[config.mk]
export PLATFORM = sky130hd
export DESIGN_NAME = step_clock_ctrl
export DESIGN_NICKNAME = d
export VERILOG_FILES = /design/src/rtl/step_clock_ctrl.sv
export SDC_FILE = /design/constraint.sdc
export NUM_CORES = 1
export LEC_CHECK = 0
export CORE_UTILIZATION = 51
export CTS_CLUSTER_SIZE = 8
export DETAILED_ROUTE_END_ITERATION = 10
export PLACE_DENSITY = 0.76
export RECOVER_POWER = 50
export SLEW_MARGIN = 20
export SYNTH_ARGS = -nofsm -noshare
export SYNTH_HDL_FRONTEND = slang
export SYNTH_SLANG_ARGS = --single-unit
[constraint.sdc]
create_clock -name clk -period 2.7 [get_ports clk]
set_clock_uncertainty 0.1 [all_clocks]
set_input_delay 0.405 -clock clk [delete_from_list [all_inputs] [get_ports clk]]
set_output_delay 0.405 -clock clk [all_outputs]
set_load 0.02 [all_outputs]
[src/rtl/step_clock_ctrl.sv]
// step_clock_ctrl
// Converts host commands (HALT / RUN / STEP n / CLEAR) into a registered
// enable for a positive-edge clock gate. Every cycle with en = 1 lets exactly
// one rising edge through to the gated domain. The block counts passed edges
// and pulses done when a step finishes or a run is halted.
module step_clock_ctrl #(
    parameter int CNT_W        = 16,
    parameter int RUN_ON_RESET = 0
) (
    input  logic             clk,
    input  logic             rst_n,
    input  logic             cmd_valid,
    output logic             cmd_ready,
    input  logic [1:0]       cmd_op,
    input  logic [CNT_W-1:0] cmd_count,
    input  logic             halt_req,
    output logic             en,
    output logic             busy,
    output logic             done,
    output logic [CNT_W-1:0] edge_count,
    output logic [1:0]       state
);

    localparam logic [1:0] ST_HALTED = 2'b00;
    localparam logic [1:0] ST_RUN    = 2'b01;
    localparam logic [1:0] ST_STEP   = 2'b10;

    localparam logic [1:0] OP_HALT  = 2'b00;
    localparam logic [1:0] OP_RUN   = 2'b01;
    localparam logic [1:0] OP_STEP  = 2'b10;
    localparam logic [1:0] OP_CLEAR = 2'b11;

    localparam logic [CNT_W-1:0] L_ZERO = {CNT_W{1'b0}};
    localparam logic [CNT_W-1:0] L_ONE  = CNT_W'(1);

    // Reset image depends on whether the core should free-run out of reset.
    localparam logic       L_EN_RST    = (RUN_ON_RESET != 0) ? 1'b1 : 1'b0;
    localparam logic [1:0] L_STATE_RST = (RUN_ON_RESET != 0) ? ST_RUN : ST_HALTED;

    logic [1:0]       r_state;
    logic             r_en;
    logic             r_busy;
    logic             r_done;
    logic [CNT_W-1:0] r_edge_count;
    logic [CNT_W-1:0] r_remaining;

    logic             w_cmd_ready;
    logic             w_accept;
    logic [1:0]       w_state_nxt;
    logic             w_en_nxt;
    logic             w_done_nxt;
    logic             w_clear;
    logic [CNT_W-1:0] w_remaining_nxt;
    logic [CNT_W-1:0] w_edge_nxt;

    // Ready depends on state and on the op offered; halt_req blocks RUN/STEP from HALTED.
    always_comb begin
        w_cmd_ready = 1'b0;
        case (r_state)
            ST_HALTED: begin
                if (halt_req && ((cmd_op == OP_RUN) || (cmd_op == OP_STEP))) begin
                    w_cmd_ready = 1'b0;
                end else begin
                    w_cmd_ready = 1'b1;
                end
            end
            ST_RUN: begin
                if (cmd_op == OP_HALT) begin
                    w_cmd_ready = 1'b1;
                end else begin
                    w_cmd_ready = 1'b0;
                end
            end
            ST_STEP: begin
                w_cmd_ready = 1'b0;
            end
            default: begin
                w_cmd_ready = 1'b0;
            end
        endcase
    end

    assign w_accept = cmd_valid & w_cmd_ready;

    // Next-state, enable, done and step-countdown decisions.
    always_comb begin
        w_state_nxt     = r_state;
        w_en_nxt        = r_en;
        w_done_nxt      = 1'b0;
        w_clear         = 1'b0;
        w_remaining_nxt = r_remaining;
        case (r_state)
            ST_HALTED: begin
                w_en_nxt = 1'b0;
                if (w_accept) begin
                    case (cmd_op)
                        OP_RUN: begin
                            w_state_nxt = ST_RUN;
                            w_en_nxt    = 1'b1;
                        end
                        OP_STEP: begin
                            if (cmd_count != L_ZERO) begin
                                w_state_nxt     = ST_STEP;
                                w_remaining_nxt = cmd_count;
                                w_en_nxt        = 1'b1;
                            end else begin
                                // Zero-length step completes immediately.
                                w_done_nxt = 1'b1;
                            end
                        end
                        OP_CLEAR: begin
                            w_clear = 1'b1;
                        end
                        OP_HALT: begin
                            w_done_nxt = 1'b0;
                        end
                        default: begin
                            w_done_nxt = 1'b0;
                        end
                    endcase
                end else begin
                    w_state_nxt = ST_HALTED;
                end
            end
            ST_RUN: begin
                // The only op accepted in RUN is HALT.
                if (halt_req || w_accept) begin
                    w_state_nxt = ST_HALTED;
                    w_en_nxt    = 1'b0;
                    w_done_nxt  = 1'b1;
                end else begin
                    w_en_nxt = 1'b1;
                end
            end
            ST_STEP: begin
                // <= 1 also catches an impossible zero so STEP can never hang.
                if (halt_req || (r_remaining <= L_ONE)) begin
                    w_state_nxt     = ST_HALTED;
                    w_en_nxt        = 1'b0;
                    w_done_nxt      = 1'b1;
                    w_remaining_nxt = L_ZERO;
                end else begin
                    w_en_nxt        = 1'b1;
                    w_remaining_nxt = r_remaining - L_ONE;
                end
            end
            default: begin
                w_state_nxt     = ST_HALTED;
                w_en_nxt        = 1'b0;
                w_remaining_nxt = L_ZERO;
            end
        endcase
    end

    // Passed-edge counter: CLEAR beats the increment, wraps naturally.
    always_comb begin
        if (w_clear) begin
            w_edge_nxt = L_ZERO;
        end else if (r_en) begin
            w_edge_nxt = r_edge_count + L_ONE;
        end else begin
            w_edge_nxt = r_edge_count;
        end
    end

    // State and output registers with synchronous active-low reset.
    always_ff @(posedge clk) begin
        if (!rst_n) begin
            r_state      <= L_STATE_RST;
            r_en         <= L_EN_RST;
            r_busy       <= L_EN_RST;
            r_done       <= 1'b0;
            r_edge_count <= L_ZERO;
            r_remaining  <= L_ZERO;
        end else begin
            r_state      <= w_state_nxt;
            r_en         <= w_en_nxt;
            r_busy       <= (w_state_nxt != ST_HALTED);
            r_done       <= w_done_nxt;
            r_edge_count <= w_edge_nxt;
            r_remaining  <= w_remaining_nxt;
        end
    end

    assign cmd_ready  = w_cmd_ready;
    assign en         = r_en;
    assign busy       = r_busy;
    assign done       = r_done;
    assign edge_count = r_edge_count;
    assign state      = r_state;

endmodule

======== Yosys cells after proc, flatten, opt, wreduce, memory -nomap -nowiden ========
Cells that the tools add are included.
W data, S select, Z words.
word-level totals
  bits in registers ....................... 37
  latch bits .............................. 0
  memory bits (writable) .................. 0
  ROM bits ................................ 0
  input bits .............................. 22
  output and inout port bits .............. 22
  logic and storage cells ................. 59
  memories kept ........................... 0
cells by class
  add/sub/neg operators ................... 2
  multiply operators ...................... 0
  div/mod/pow operators ................... 0
  $lt $le $gt $ge ......................... 1
  equality and inequality tests ........... 8
  shift operators ......................... 0
  mux-type cells .......................... 29
  bitwise gates (word level) .............. 3
  reductions and logical operators ........ 10
operators with widths
  operator                 number
  $mux W16                 4
  $pmux W16 S3             1
  $add A16 B1 Y16 const B  1
  $le A16 B1 Y1 const B    1
  $reduce_bool A16 Y1      1
  $sub A16 B1 Y16 const B  1
  $mux W1                  14
  $mux W2                  4
  $eq A2 B2 Y1 const B     3
  $ne A2 B2 Y1 const B     3
  $pmux W1 S3              2
  $pmux W2 S3              1
  $eq A2 B1 Y1 const B     2
  $logic_not A2 Y1         2
  $pmux W1 S2              2
  $pmux W2 S2              1
  $reduce_and A4 Y1        1
  $logic_or A1 B1 Y1       3
  $not A1 Y1               2
  $reduce_bool A2 Y1       1
  $reduce_or A2 Y1         1
  $and A1 B1 Y1            1
  $logic_and A1 B1 Y1      1

======== Depth between registers and ports, before layout ========
  depth after elaboration ................. 10
  mapped depth ............................ 9
  depth with buffers taken out ............ 7

======== Worst setup path after synthesis ========
OpenSTA, ideal clock, no wires.
  path type ............................... input -> register
  start ................................... input cmd_op[0]
  end ..................................... register r_busy, in the netlist busy
  setup time .............................. 0.115 ns
  arrival time ............................ 1.771 ns
  data required time ...................... 2.485 ns
  path slack .............................. 0.714 ns
  stages on the path ...................... 9
  path buffers ............................ 2
  cells stage by stage .................... inv_1 -> ha_1 -> nand2_1 -> and4_1 -> buf_2 -> and2_4 -> buf_6 -> a21o_1 -> o21a_1
on the way
  cells in the longest elaborated chain, start to end .. 10
  elaborated cells on any way between the ends .. 15
  classes of those cells .................. eq/ne (2); mux (7); bitwise (1); reduce/logical (5)
ends and longest elaborated chain
  what                                          line    text
  start: declaration                            14      input logic [1:0] cmd_op,
  $eq A2 B1 Y1 or $eq A2 B2 Y1 (tied branches)  61, 96
  $logic_or A1 B1 Y1                            61      if (halt_req && ((cmd_op == OP_RUN) || (cmd_op == OP_STEP))) begin
  $logic_and A1 B1 Y1                           61
  $mux W1                                       61
  $pmux W1 S2                                   59      case (r_state)
  $and A1 B1 Y1                                 83      assign w_accept = cmd_valid & w_cmd_ready;
  $logic_or A1 B1 Y1                            127     if (halt_req || w_accept) begin
  $mux W2                                       127
  $pmux W2 S3 *                                 92      case (r_state)
  $reduce_bool A2 Y1 *                          178     r_busy <= (w_state_nxt != ST_HALTED);
  end signal: assignment                        178
  end: declaration                              42      logic r_busy;
Every way passes the cells marked *; elsewhere a longest branch is shown, timed or not.
A chain may end at the register's enable or synchronous reset.

======== Worst setup path after layout ========
  start ................................... input cmd_op[1]
  end ..................................... register r_remaining[13]
on the way
  cells in the longest elaborated chain, start to end .. 8
  elaborated cells on any way between the ends .. 12
  classes of those cells .................. eq/ne (4); mux (3); bitwise (1); reduce/logical (4)
ends and longest elaborated chain
  what                                          line    text
  $eq A2 B1 Y1 or $eq A2 B2 Y1 (tied branches)  61, 96
  $logic_or A1 B1 Y1                            61
  $logic_and A1 B1 Y1                           61
  $mux W1                                       61
  $pmux W1 S2                                   59
  $and A1 B1 Y1                                 83
  $ne A2 B2 Y1 (no source line)                 -
  $reduce_and A4 Y1 (no source line) *          -
  end signal: assignment                        181     r_remaining <= w_remaining_nxt;
  end: declaration                              45      logic [CNT_W-1:0] r_remaining;
Marks and branches as above.

==> reports/qor.csv <==
stage;metric;value;unit
status;status;finished clean;
yosys;ys_ff_latch;37;
placement;dp_hpwl;3870;µm
global_routing;grt_max_degree;24;
critical_path;critical_path_class;in -> reg;
global_routing;grt_pass1_vias;1840;
detailed_routing;drt_iter0_drc;188;
floorplanning;die_area;4460;µm²
clock_tree;cts_buffer_depth;2;
power;peakVddDrop;0.000288;V
yosys;postSynthAreaPerCell;8.53;µm²
yosys;syn-cell-area;2140;µm²
clock_tree;post-cts-setup-buffers;0;
clock_tree;clock_latency;290;ps
power;internal-power;0.964;mW
clock_tree;cts_made_buffers;5;
critical_path;reg2regPathDepth;7;
finish;final_nets;332;
floorplanning;io_pins;44;
timing;tns;0;ps
critical_path;worst_path_max_delay_cell;dlygate4sd3_1;
power;leakagePower;1.09;nW
global_routing;antenna_found_initial;0;
timing;final-hold-violation-count;0;
global_routing;track_usage;25.9;%
yosys;ys_warn_count;0;
critical_path;worst-path-max-fanout;23;
detailed_routing;drt_pass1_iterations;4;
yosys;yosysTopAreaCell;dfxtp_1;
yosys;async_reset_ff_share;0;%
finish;layout_commonest_cell;dfxtp_1;
detailed_routing;wl_per_cell;15.0;µm
finish;syn_to_final_growth;28.5;%
timing;worst_slew_pin_slew;722;ps
timing;finalSetupViolations;0;
clock_tree;htreeDepth;2;
floorplanning;core_area;4030;µm²
clock_tree;ctsRootBufferMaster;clkbuf_8;
flow_run;max_cap_violations;0;
power;powerDensity;480;nW/µm²
power;power_frac_clock;36.5;%
global_routing;grt_pass1_wl;8640;µm
critical_path;worst-endpoint-arrival;2510;ps
critical_path;cp.required;2780;ps
detailed_routing;ant_nets;0;
power;p_sw_share;27.1;%
critical_path;endpoint_kind;flip-flop;
critical_path;max_stage_delay;550;ps
yosys;ys_seq_area_share;34.6;%
yosys;syn_nets;280;
timing;fin_crit_sh;90.1;%
power;combPwrFrac;20.0;%
global_routing;grt-ovfl-total;0;
timing;period_minus_slack;2430;ps
detailed_routing;routed_via_density;5.85;
worst_hold_path;worstHoldPathType;reg -> reg;
detailed_routing;vias;2072;
yosys;synth.area.top_cells;dfxtp_1 35%, nor2_1 4.7%, ha_1 4.1%;
timing;fmax;411;MHz
yosys;synth_cell_types;56;
clock_tree;clk_pin_slew;80;ps
detailed_routing;totalWireLength;5320;µm
placement;gp_congestion;0.931;
power;netSwitchingPower;0.358;mW
clock_tree;cts_hold_buf;0;
floorplanning;die_height;66.8;µm
critical_path;crit_chain;dlygate4sd3_1, inv_1, ha_1, clkbuf_1, nand2_1, and4_1, and2_4, and3_2, o31a_1;
finish;antenna_cells;0;
timing;slew-limit-headroom;51.9;%
yosys;synth_edf_count;0;
floorplanning;fp-row-count;23;
critical_path;timing.rr.end;r_remaining[7];
critical_path;worstSetupStartpointType;input port;
power;pwr-share-seq;43.5;%
power;totalPowerFinal;1.32;mW
timing;rsz0062_at_grt;no;
finish;fillCellCount;357;
timing;slew_violations;0;
floorplanning;die_width;66.8;µm
worst_hold_path;min_to;r_remaining[11];
clock_tree;cts_sinks;37;
floorplanning;initial_utilization;53.2;%
clock_tree;cts_resized;0;
yosys;synthFlopType;dfxtp_1;
critical_path;reg2reg_slack;640;ps
placement;place.port_buffers;43;
worst_hold_path;holdPathStages;1;
finish;drive_gt1_share;10.5;%
critical_path;reg2reg_from;r_remaining[1];
clock_tree;cts_tree;built;
worst_hold_path;holdCritStartpoint;r_remaining[11];
yosys;synthCells;251;
yosys;synth_top_area_share;34.6;%
finish;layout_common_cells;37 x dfxtp_1, 27 x nor2_1, 24 x clkdlybuf4s50_1, 18 x nand2_1, 18 x dlygate4sd3_1;
detailed_routing;drc;0;
[worst max path at each step]
stage / startpoint / to / cells after the start
after detailed placement: cmd_op[0] / cmd_ready / 7
after CTS: cmd_op[0] / cmd_ready / 7
final: cmd_op[1] / r_remaining[13] / 9
after global placement: cmd_op[0] / cmd_ready / 7
after floorplan: cmd_op[0] / busy / 9
after global routing: cmd_op[1] / r_remaining[13] / 9
[power groups by stage]
stage          registers (mW)  logic, mW  clock network, mW
2_1_floorplan           0.584      0.180                  0
3_3_place_gp            0.586      0.263                  0
3_5_place_dp            0.587      0.264                  0
4_1_cts                 0.574      0.266              0.495
5_1_grt                 0.577      0.288              0.517
6_report                0.575      0.265              0.482
[metal layers]
metal	up-vias	GRT usage, %	wire length (µm)
met5	-	0	0
li1	1025	-	-
met3	10	5.31	380
met2	85	41.5	2380
met1	952	33.1	2470
met4	0	11.2	89
[area by class of cell]
class | count | area [µm²] | share of cell area (%)
clock buffers | 6 | 72.6 | 2.64
repair buffers | 55 | 515 | 18.7
inverters | 9 | 33.8 | 1.23
flip-flops and latches | 37 | 741 | 26.9
multi-input cells | 195 | 1290 | 46.8
well taps | 50 | 62.6 | 2.27
clock inverters | 2 | 38.8 | 1.41
[registers in the layout (all words and copies together) (netlist names)]
register,flops
busy,1
done,1
edge_count,16
en,1
r_remaining,16
state,2
[critical path, delay by kind of cell]
kind                       cells  cell delay (ps)
and+or+nand+nor                4              780
adders and majority gates      1              290
AOI/OAI and AO/OA              1              280
buffers and inverters          3              780
[cells by family after synthesis]
kind of cell    after synthesis  synth area share [%]
simple gates                105                  27.7
compound gates               64                  20.5
flops                        37                  34.6
buf+inv                      19                  5.26
xor+xnor                     18                  7.36
fa+ha+maj                     7                  4.09
mux                           1                 0.467
[synth_stat cells (7+ instances only)]
library cell,number
ha_1,7
xor2_1,10
xnor2_1,8
nor4_1,8
nor2_1,27
inv_1,9
o22ai_1,7
dfxtp_1,37
nand3_1,9
nand2_1,18
nand4_1,7
a21oi_1,15
[per-stage QoR]
stage	utilization (%)	cells	worst slack, ps	instance area [µm²]	hold WS (ps)
CTS	68.4	354	25.3	2760	398
detailed placement	65.7	346	36.4	2650	387
finish	68.3	354	269	2750	404
floorplan	-	251	714	2140	356
global route	68.3	354	137	2750	419
global placement	65.7	346	55.5	2650	382
No activity file was read; power rests on OpenSTA's default activity.
